File: src/rtl/jtag_uart_console_if.sv
// Avalon-MM bus between the console master and the Qsys jtag_uart slave port.
// Signal names map 1:1 onto the jtag_uart slave so the top level can wire them straight through.
interface jtag_uart_console_if;
   logic        uart_chipselect;
   logic        uart_address;
   logic        uart_read_n;
   logic        uart_write_n;
   logic [31:0] uart_writedata;
   logic [31:0] uart_readdata;
   logic        uart_waitrequest;

   modport master (
      output uart_chipselect,
      output uart_address,
      output uart_read_n,
      output uart_write_n,
      output uart_writedata,
      input  uart_readdata,
      input  uart_waitrequest
   );

   modport slave (
      input  uart_chipselect,
      input  uart_address,
      input  uart_read_n,
      input  uart_write_n,
      input  uart_writedata,
      output uart_readdata,
      output uart_waitrequest
   );
endinterface

File: src/rtl/jtag_uart_console.sv
// Polling Avalon-MM master for the jtag_uart slave. Presents the UART to the core as a TX byte
// stream (core -> host) and an RX byte stream (host -> core). TX bytes are only written after a
// CONTROL read reports free space; RX is polled by DATA reads, spaced by POLL_GAP when empty.
module jtag_uart_console #(
   parameter int unsigned POLL_GAP = 16
) (
   input  logic                       clk_clk,
   input  logic                       reset_reset_n,
   input  logic                       tx_valid,
   input  logic [7:0]                 tx_data,
   output logic                       tx_ready,
   output logic                       rx_valid,
   output logic [7:0]                 rx_data,
   input  logic                       rx_ready,
   jtag_uart_console_if.master        uart
);

   localparam logic [15:0] PollGapCnt = 16'(POLL_GAP);

   typedef enum logic [1:0] {
      StIdle,
      StCtrlRd,
      StDataWr,
      StDataRd
   } state_e;

   state_e      state_q;
   logic [15:0] gap_cnt_q;
   logic        rx_full_q;
   logic [7:0]  rx_hold_q;
   logic        last_tx_q;   // 1: last grant went to TX, 0: to RX

   logic bus_done;
   logic tx_elig;
   logic rx_elig;
   logic grant_tx;
   logic grant_rx;
   logic rx_pop;

   // Bits of DATA read that carry nothing this block needs.
   logic unused_readdata;
   assign unused_readdata = ^uart.uart_readdata[14:8];

   // Arbitration: single requester wins outright; on a tie the side not granted last time wins.
   always_comb begin
      bus_done = !uart.uart_waitrequest;
      tx_elig  = tx_valid;
      rx_elig  = !rx_full_q && (gap_cnt_q == 16'd0);
      grant_tx = tx_elig && (!rx_elig || !last_tx_q);
      grant_rx = rx_elig && (!tx_elig || last_tx_q);
      rx_pop   = rx_full_q && rx_ready;
   end

   // Transaction sequencer plus RX holding register and empty-poll gap counter.
   always_ff @(posedge clk_clk or negedge reset_reset_n) begin
      if (!reset_reset_n) begin
         state_q   <= StIdle;
         gap_cnt_q <= 16'd0;
         rx_full_q <= 1'b0;
         rx_hold_q <= 8'd0;
         last_tx_q <= 1'b0;
      end else begin
         if (gap_cnt_q != 16'd0) begin
            gap_cnt_q <= gap_cnt_q - 16'd1;
         end
         // A fill can't coincide with a pop: DATA_RD is only entered with rx_full_q clear.
         if (rx_pop) begin
            rx_full_q <= 1'b0;
         end
         case (state_q)
            StIdle: begin
               if (grant_tx) begin
                  state_q   <= StCtrlRd;
                  last_tx_q <= 1'b1;
               end else if (grant_rx) begin
                  state_q   <= StDataRd;
                  last_tx_q <= 1'b0;
               end
            end
            StCtrlRd: begin
               if (bus_done) begin
                  // No WSPACE: leave the byte pending and go back through arbitration.
                  state_q <= (uart.uart_readdata[31:16] != 16'd0) ? StDataWr : StIdle;
               end
            end
            StDataWr: begin
               if (bus_done) begin
                  state_q <= StIdle;
               end
            end
            StDataRd: begin
               if (bus_done) begin
                  state_q <= StIdle;
                  if (uart.uart_readdata[15]) begin
                     rx_hold_q <= uart.uart_readdata[7:0];
                     rx_full_q <= 1'b1;
                  end else begin
                     gap_cnt_q <= PollGapCnt;
                  end
               end
            end
            default: state_q <= StIdle;
         endcase
      end
   end

   // Bus strobes decode directly from the state register, so they hold through waitrequest.
   always_comb begin
      uart.uart_chipselect = 1'b0;
      uart.uart_address    = 1'b0;
      uart.uart_read_n     = 1'b1;
      uart.uart_write_n    = 1'b1;
      uart.uart_writedata  = 32'd0;
      case (state_q)
         StCtrlRd: begin
            uart.uart_chipselect = 1'b1;
            uart.uart_address    = 1'b1;
            uart.uart_read_n     = 1'b0;
         end
         StDataWr: begin
            uart.uart_chipselect = 1'b1;
            uart.uart_write_n    = 1'b0;
            uart.uart_writedata  = {24'd0, tx_data};
         end
         StDataRd: begin
            uart.uart_chipselect = 1'b1;
            uart.uart_read_n     = 1'b0;
         end
         default: ;
      endcase
   end

   // Stream side: tx_ready only in the completing DATA_WR cycle; RX straight from the hold reg.
   always_comb begin
      tx_ready = (state_q == StDataWr) && !uart.uart_waitrequest;
      rx_valid = rx_full_q;
      rx_data  = rx_hold_q;
   end

endmodule

File: src/flat_wrapper.sv
// flat-port wrapper written by rule: the top's interface ports become plain ports
module jtag_uart_console_flat 
#(
   parameter int unsigned POLL_GAP = 16
)
  (clk_clk, reset_reset_n, tx_valid, tx_data, tx_ready, rx_valid, rx_data, rx_ready, uart_uart_chipselect, uart_uart_address, uart_uart_read_n, uart_uart_write_n, uart_uart_writedata, uart_uart_readdata, uart_uart_waitrequest);
  jtag_uart_console_if uart_i ();
  input  logic clk_clk;
  input  logic reset_reset_n;
  input  logic tx_valid;
  input  logic [7:0] tx_data;
  output logic tx_ready;
  output logic rx_valid;
  output logic [7:0] rx_data;
  input  logic rx_ready;
  output wire logic [$bits(uart_i.uart_chipselect)-1:0] uart_uart_chipselect;
  output wire logic [$bits(uart_i.uart_address)-1:0] uart_uart_address;
  output wire logic [$bits(uart_i.uart_read_n)-1:0] uart_uart_read_n;
  output wire logic [$bits(uart_i.uart_write_n)-1:0] uart_uart_write_n;
  output wire logic [$bits(uart_i.uart_writedata)-1:0] uart_uart_writedata;
  input wire logic [$bits(uart_i.uart_readdata)-1:0] uart_uart_readdata;
  input wire logic [$bits(uart_i.uart_waitrequest)-1:0] uart_uart_waitrequest;
  assign uart_uart_chipselect = uart_i.uart_chipselect;
  assign uart_uart_address = uart_i.uart_address;
  assign uart_uart_read_n = uart_i.uart_read_n;
  assign uart_uart_write_n = uart_i.uart_write_n;
  assign uart_uart_writedata = uart_i.uart_writedata;
  assign uart_i.uart_readdata = uart_uart_readdata;
  assign uart_i.uart_waitrequest = uart_uart_waitrequest;
  jtag_uart_console #(.POLL_GAP(POLL_GAP)) u_core (.clk_clk(clk_clk), .reset_reset_n(reset_reset_n), .tx_valid(tx_valid), .tx_data(tx_data), .tx_ready(tx_ready), .rx_valid(rx_valid), .rx_data(rx_data), .rx_ready(rx_ready), .uart(uart_i));
endmodule
File: config.mk
export PLATFORM = sky130hd
export DESIGN_NAME = jtag_uart_console_flat
export DESIGN_NICKNAME = d
export VERILOG_FILES = /design/src/rtl/jtag_uart_console_if.sv /design/src/rtl/jtag_uart_console.sv /design/src/flat_wrapper.sv
export SDC_FILE = /design/constraint.sdc
export NUM_CORES = 1
export LEC_CHECK = 0
export CELL_PAD_IN_SITES_DETAIL_PLACEMENT = 0
export CELL_PAD_IN_SITES_GLOBAL_PLACEMENT = 1
export CORE_MARGIN = 2
export CORE_UTILIZATION = 30
export DETAILED_ROUTE_END_ITERATION = 16
export GPL_TIMING_DRIVEN = 0
export MAX_ROUTING_LAYER = met4
export PLACE_DENSITY = 0.92
export SLEW_MARGIN = 20
export SYNTH_ARGS = -nofsm -noshare
export SYNTH_HDL_FRONTEND = slang
export SYNTH_SLANG_ARGS = --single-unit
File: constraint.sdc
create_clock -name clk_clk -period 5.1 [get_ports clk_clk]
set_input_delay 0.51 -clock clk_clk [delete_from_list [all_inputs] [get_ports clk_clk]]
set_output_delay 0.51 -clock clk_clk [all_outputs]
set_load 0.02 [all_outputs]
After elaboration in Yosys (flattened, before gate mapping)
Cells that the tools add are included.
W data, S select, Z words.
Storage, ports and cells
  input bits: 45
  flip-flop bits (word level): 28
Cells by class
  muxes and demuxes: 21
  reductions and logical operators: 23
  add/subtract/negate cells: 1
  equal/unequal tests: 6
  bitwise logic cells: 1
Operators with widths (count)
  $mux W16: 4
  $reduce_bool A16 Y1: 2
  $logic_not A16 Y1: 1
  $sub A16 B1 Y16 const B: 1
  $mux W1: 10
  $mux W2: 5
  $mux W8: 1
  $pmux W2 S3: 1
  $reduce_and A3 Y1: 2
  $logic_and A1 B1 Y1: 5
  $logic_not A1 Y1: 5
  $eq A2 B2 Y1 const B: 2
  $ne A2 B2 Y1 const B: 2
  $reduce_or A2 Y1: 2
  $ne A3 B1 Y1 const B: 1
  $reduce_or A3 Y1: 1
  $eq A2 B1 Y1 const B: 1
  $logic_not A2 Y1: 1
  $logic_or A1 B1 Y1: 2
  $reduce_and A2 Y1: 1
  $reduce_bool A2 Y1: 1
  $not A1 Y1: 1

Depth between registers and ports, before layout
  word-level depth: 7
  gate-level depth with buffers: 6

Worst setup path after synthesis
OpenSTA, ideal clock, no wires.
  kind: register -> output
  from: register u_core.state_q[1]
  to: output port tx_ready
  stages on the path, launching flop included: 5
  setup slack: 3224 ps
  required time: 4590 ps
  arrival time: 1366 ps
  buffers on the path: 1
  cells stage by stage: dfrtp_1 -> clkbuf_1 -> nor2b_1 -> inv_1 -> nor2_1
Between the ends
  cells in the longest elaborated chain, start to end: 2
Ends and longest elaborated chain
  start, declared: RTL line jtag_uart_console.sv:27  | state_e state_q;
  start signal, assigned: RTL line jtag_uart_console.sv:57  | state_q <= StIdle;
  start signal, assigned: RTL line jtag_uart_console.sv:73  | state_q <= StCtrlRd;
  start signal, assigned: RTL line jtag_uart_console.sv:76  | state_q <= StDataRd;
  $eq A2 B2 Y1: RTL line jtag_uart_console.sv:135  | tx_ready = (state_q == StDataWr) && !uart.uart_waitrequest;
  $logic_and A1 B1 Y1: RTL line jtag_uart_console.sv:135
  end, declared: RTL line flat_wrapper.sv:12  | output logic tx_ready;
No other way between the ends.

Worst setup path in the final report
Same ends and word-level chain as after synthesis.

==> run_results.csv <==
group,metric,value,unit
job,cap_violations,0,
worst_setup_path,slowest_delay,0.62,ns
global_routing,grt_max_degree,29,
sta,tns,0,ns
place,io_buffers,59,
floorplan,num_io_pins,91,
worst_setup_path,reg2reg_slack,2.98,ns
logic_synthesis,synth_top_cell_by_area,"dfrtp_1",
logic_synthesis,async_flop_share,100.0,%
sta,max_freq,363.7,MHz
floorplan,core,5507,um^2
worst_setup_path,crit_arrival,2.24,ns
worst_setup_path,critPathSlowestCell,"clkdlybuf4s50_1",
detailed_routing,vias_per_cell,4.445,
sta,period_needed,2.749,ns
global_routing,antenna_found_initial,0,
clock_network,clockBufferDepth,2,
power,p_leak,1.116,nW
global_routing,overflow,0,
final_layout,syn_to_final_growth,48.86,%
logic_synthesis,ys_top_cells_by_count,"28 x dfrtp_1, 24 x buf_4, 14 x nor2_1",
worst_setup_path,required,4.59,ns
worst_setup_path,critPathKind,"register to output pin",
floorplan,dieHeight,79.40,um
sta,drv_slew,0,
sta,hold_viol_final,0,
clock_network,cts_sinks,28,
logic_synthesis,synth.distinct_cells,39,
detailed_routing,avgRoutedWirePerCell,12.08,um
logic_synthesis,yosysMostFrequentCell,"dfrtp_1",
sta,worst_slack,2.351,ns
detailed_routing,first_pass_iters,4,
logic_synthesis,synth_top_area_share,41.09,%
worst_setup_path,critPathMaxFanout,9,
clock_network,postCtsHoldBufs,0,
sta,grt_setup_unrepaired,"no",
worst_setup_path,reg2reg_from,"u_core.gap_cnt_q[2]",
clock_network,cts_buffers,3,
clock_network,cts-root-buf,"clkbuf_8",
final_layout,n_antenna_cell,0,
worst_setup_path,reg2reg_to,"u_core.gap_cnt_q[15]",
clock_network,cts_setup_buffers,0,
clock_network,clkLatencyLatePin,0.28,ns
detailed_routing,drc_errors,0,
sta,tightest_slew,0.9581,ns
clock_network,cts_tree,"yes",
sta,fin_worst_skew,0.007678,ns
clock_network,cts_resized,0,
logic_synthesis,ys_warn_count,0,
place,gp_congestion,0.7965,
sta,period_share,53.91,%
logic_synthesis,syn_area_per_cell,9.635,um^2
floorplan,fp-row-count,27,
floorplan,start_util,30.97,%
logic_synthesis,syn_area,1705,um^2
detailed_routing,wirelength,4048,um
floorplan,fp.dieW,79.40,um
logic_synthesis,synth_flop_cell,"dfrtp_1",
logic_synthesis,synth_seq_cells,28,
worst_setup_path,endpoint_kind,"output pin",
outcome,status,"complete, no violations",
place,dp_slack,2.673,ns
floorplan,dieArea,6304,um^2
worst_setup_path,rr_worst_depth,4,
worst_setup_path,path_cells,"clkbuf_1 -> nor2b_1 -> inv_1 -> nor2_1 -> clkdlybuf4s50_1",
hold_path,hold_path_class,"input pin to async pin",
global_routing,grt_pass1_wl,6893,um
detailed_routing,num_vias,1489,
place,dpl.hpwl,3142,um
power,irDropWorstVdd,0.3046,mV
final_layout,postLayoutCoreUtil,46.10,%
clock_network,clk_pin_slew,0.10,ns
sta,hold-worst-slack,0.2346,ns
sta,setup_viol,0,
power,pwr_density_cell,489.0,nW/um^2
global_routing,grt.total_usage,13.90,%
logic_synthesis,synth_area_leaders,"dfrtp_1 41%, buf_4 11%, mux2_2 5.3%, a21oi_1 3.8%, and2_1 3.3%",
final_layout,drive_gt1_share,17.11,%
logic_synthesis,ys_seq_area_share,41.09,%
logic_synthesis,syn_inst,177,
worst_setup_path,start_kind,"register",
global_routing,grt_pass1_vias,1510,
detailed_routing,ant_nets,0,
clock_network,cts_max_level,1,
sta,slew_headroom,35.53,%
detailed_routing,drt_iter0_drc,96,
final_layout,layout.nets,310,
logic_synthesis,synth-edff-count,0,
==> worst max-delay path: cells and delay by family, from the launching register on <==
family                 cells  cell delay (ns)
buffers and inverters      3             1.05
DFF                        1             0.34
and+or+nand+nor            2             0.57
==> how the worst max path moves through the flow <==
stage | from | endpoint | slack, ns | depth (start not counted)
after global routing | u_core.state_q[1] | tx_ready | 2.12 | 5
final | u_core.state_q[1] | tx_ready | 2.35 | 5
after detailed placement | u_core.state_q[1] | tx_ready | 2.67 | 5
after floorplan | u_core.state_q[1] | tx_ready | 3.22 | 4
after global placement | u_core.state_q[1] | tx_ready | 2.70 | 5
after CTS | u_core.state_q[1] | tx_ready | 2.35 | 5
==> layer usage <==
layer  global-route usage [%]  share of wire [%]  vias to the layer above
met3                    2.376                3.7                        5
li1                         -                  -                      758
met1                    17.50                 45                      689
met4                    4.138                1.4                        0
met2                    23.05                 50                       37
met5                        -                  0                        -
==> sequential cells by signal (all words and copies together) (netlist names) <==
register          cells
u_core.gap_cnt_q     16
u_core.last_tx_q      1
u_core.state_q        2
u_core.rx_data        8
u_core.rx_valid       1
==> metrics by stage <==
stage | power [mW] | instances | area, um^2
after global placement | 1.048 | 331 | 2472
after global routing | 1.334 | 335 | 2539
after detailed placement | 1.068 | 331 | 2467
after CTS | 1.251 | 335 | 2539
final | 1.241 | 335 | 2539
after floorplan | 0.8240 | 200 | 1792
==> final cells by class <==
class | instances | area [um^2]
tap | 72 | 90.09
timing repair buffer | 59 | 585.6
fill | 533 | 2968
multi-input combinational | 138 | 873.3
inverter | 7 | 26.28
clock inverter | 1 | 30.03
buffer | 27 | 191.4
clock buffer | 3 | 41.29
sequential | 28 | 700.7
==> cell usage in the layout (no fill, tap or decap), drive strengths merged, types with 3 or more instances in the layout <==
cell,instances
clkdlybuf4s50,58
dfrtp,28
buf,25
conb,24
nor2,14
a21oi,13
nand2,11
and2,9
mux2,8
nor4,8
inv,7
clkbuf,6
nor3,5
or4,4
o21ai,4
nand4,4
nand2b,3
mux2i,3
a211oi,3
==> cell families (layout without fill, tap and decap cells) <==
family,after synthesis,after routing,share of synthesized area (%)
other,1,24,0.2199
AO/OA/AOI/OAI,29,29,10.79
multiplexers,11,11,7.044
AND/OR/NAND/NOR,71,71,26.34
buffers and inverters,34,97,12.77
flip-flops,28,28,41.09
XOR/XNOR,2,2,1.027
adder cells (fa/ha/maj),1,1,0.7336
==> report_power, final <==
| group | internal [mW] | leakage [nW] | switching, mW | total [mW] |
|---|---|---|---|---|
| clock network | 0.105 | 0.0357 | 0.0725 | 0.178 |
| logic | 0.311 | 0.732 | 0.329 | 0.640 |
| registers | 0.318 | 0.348 | 0.106 | 0.424 |
| total | 0.734 | 1.12 | 0.507 | 1.24 |
Power figures use the tool's default switching activity.
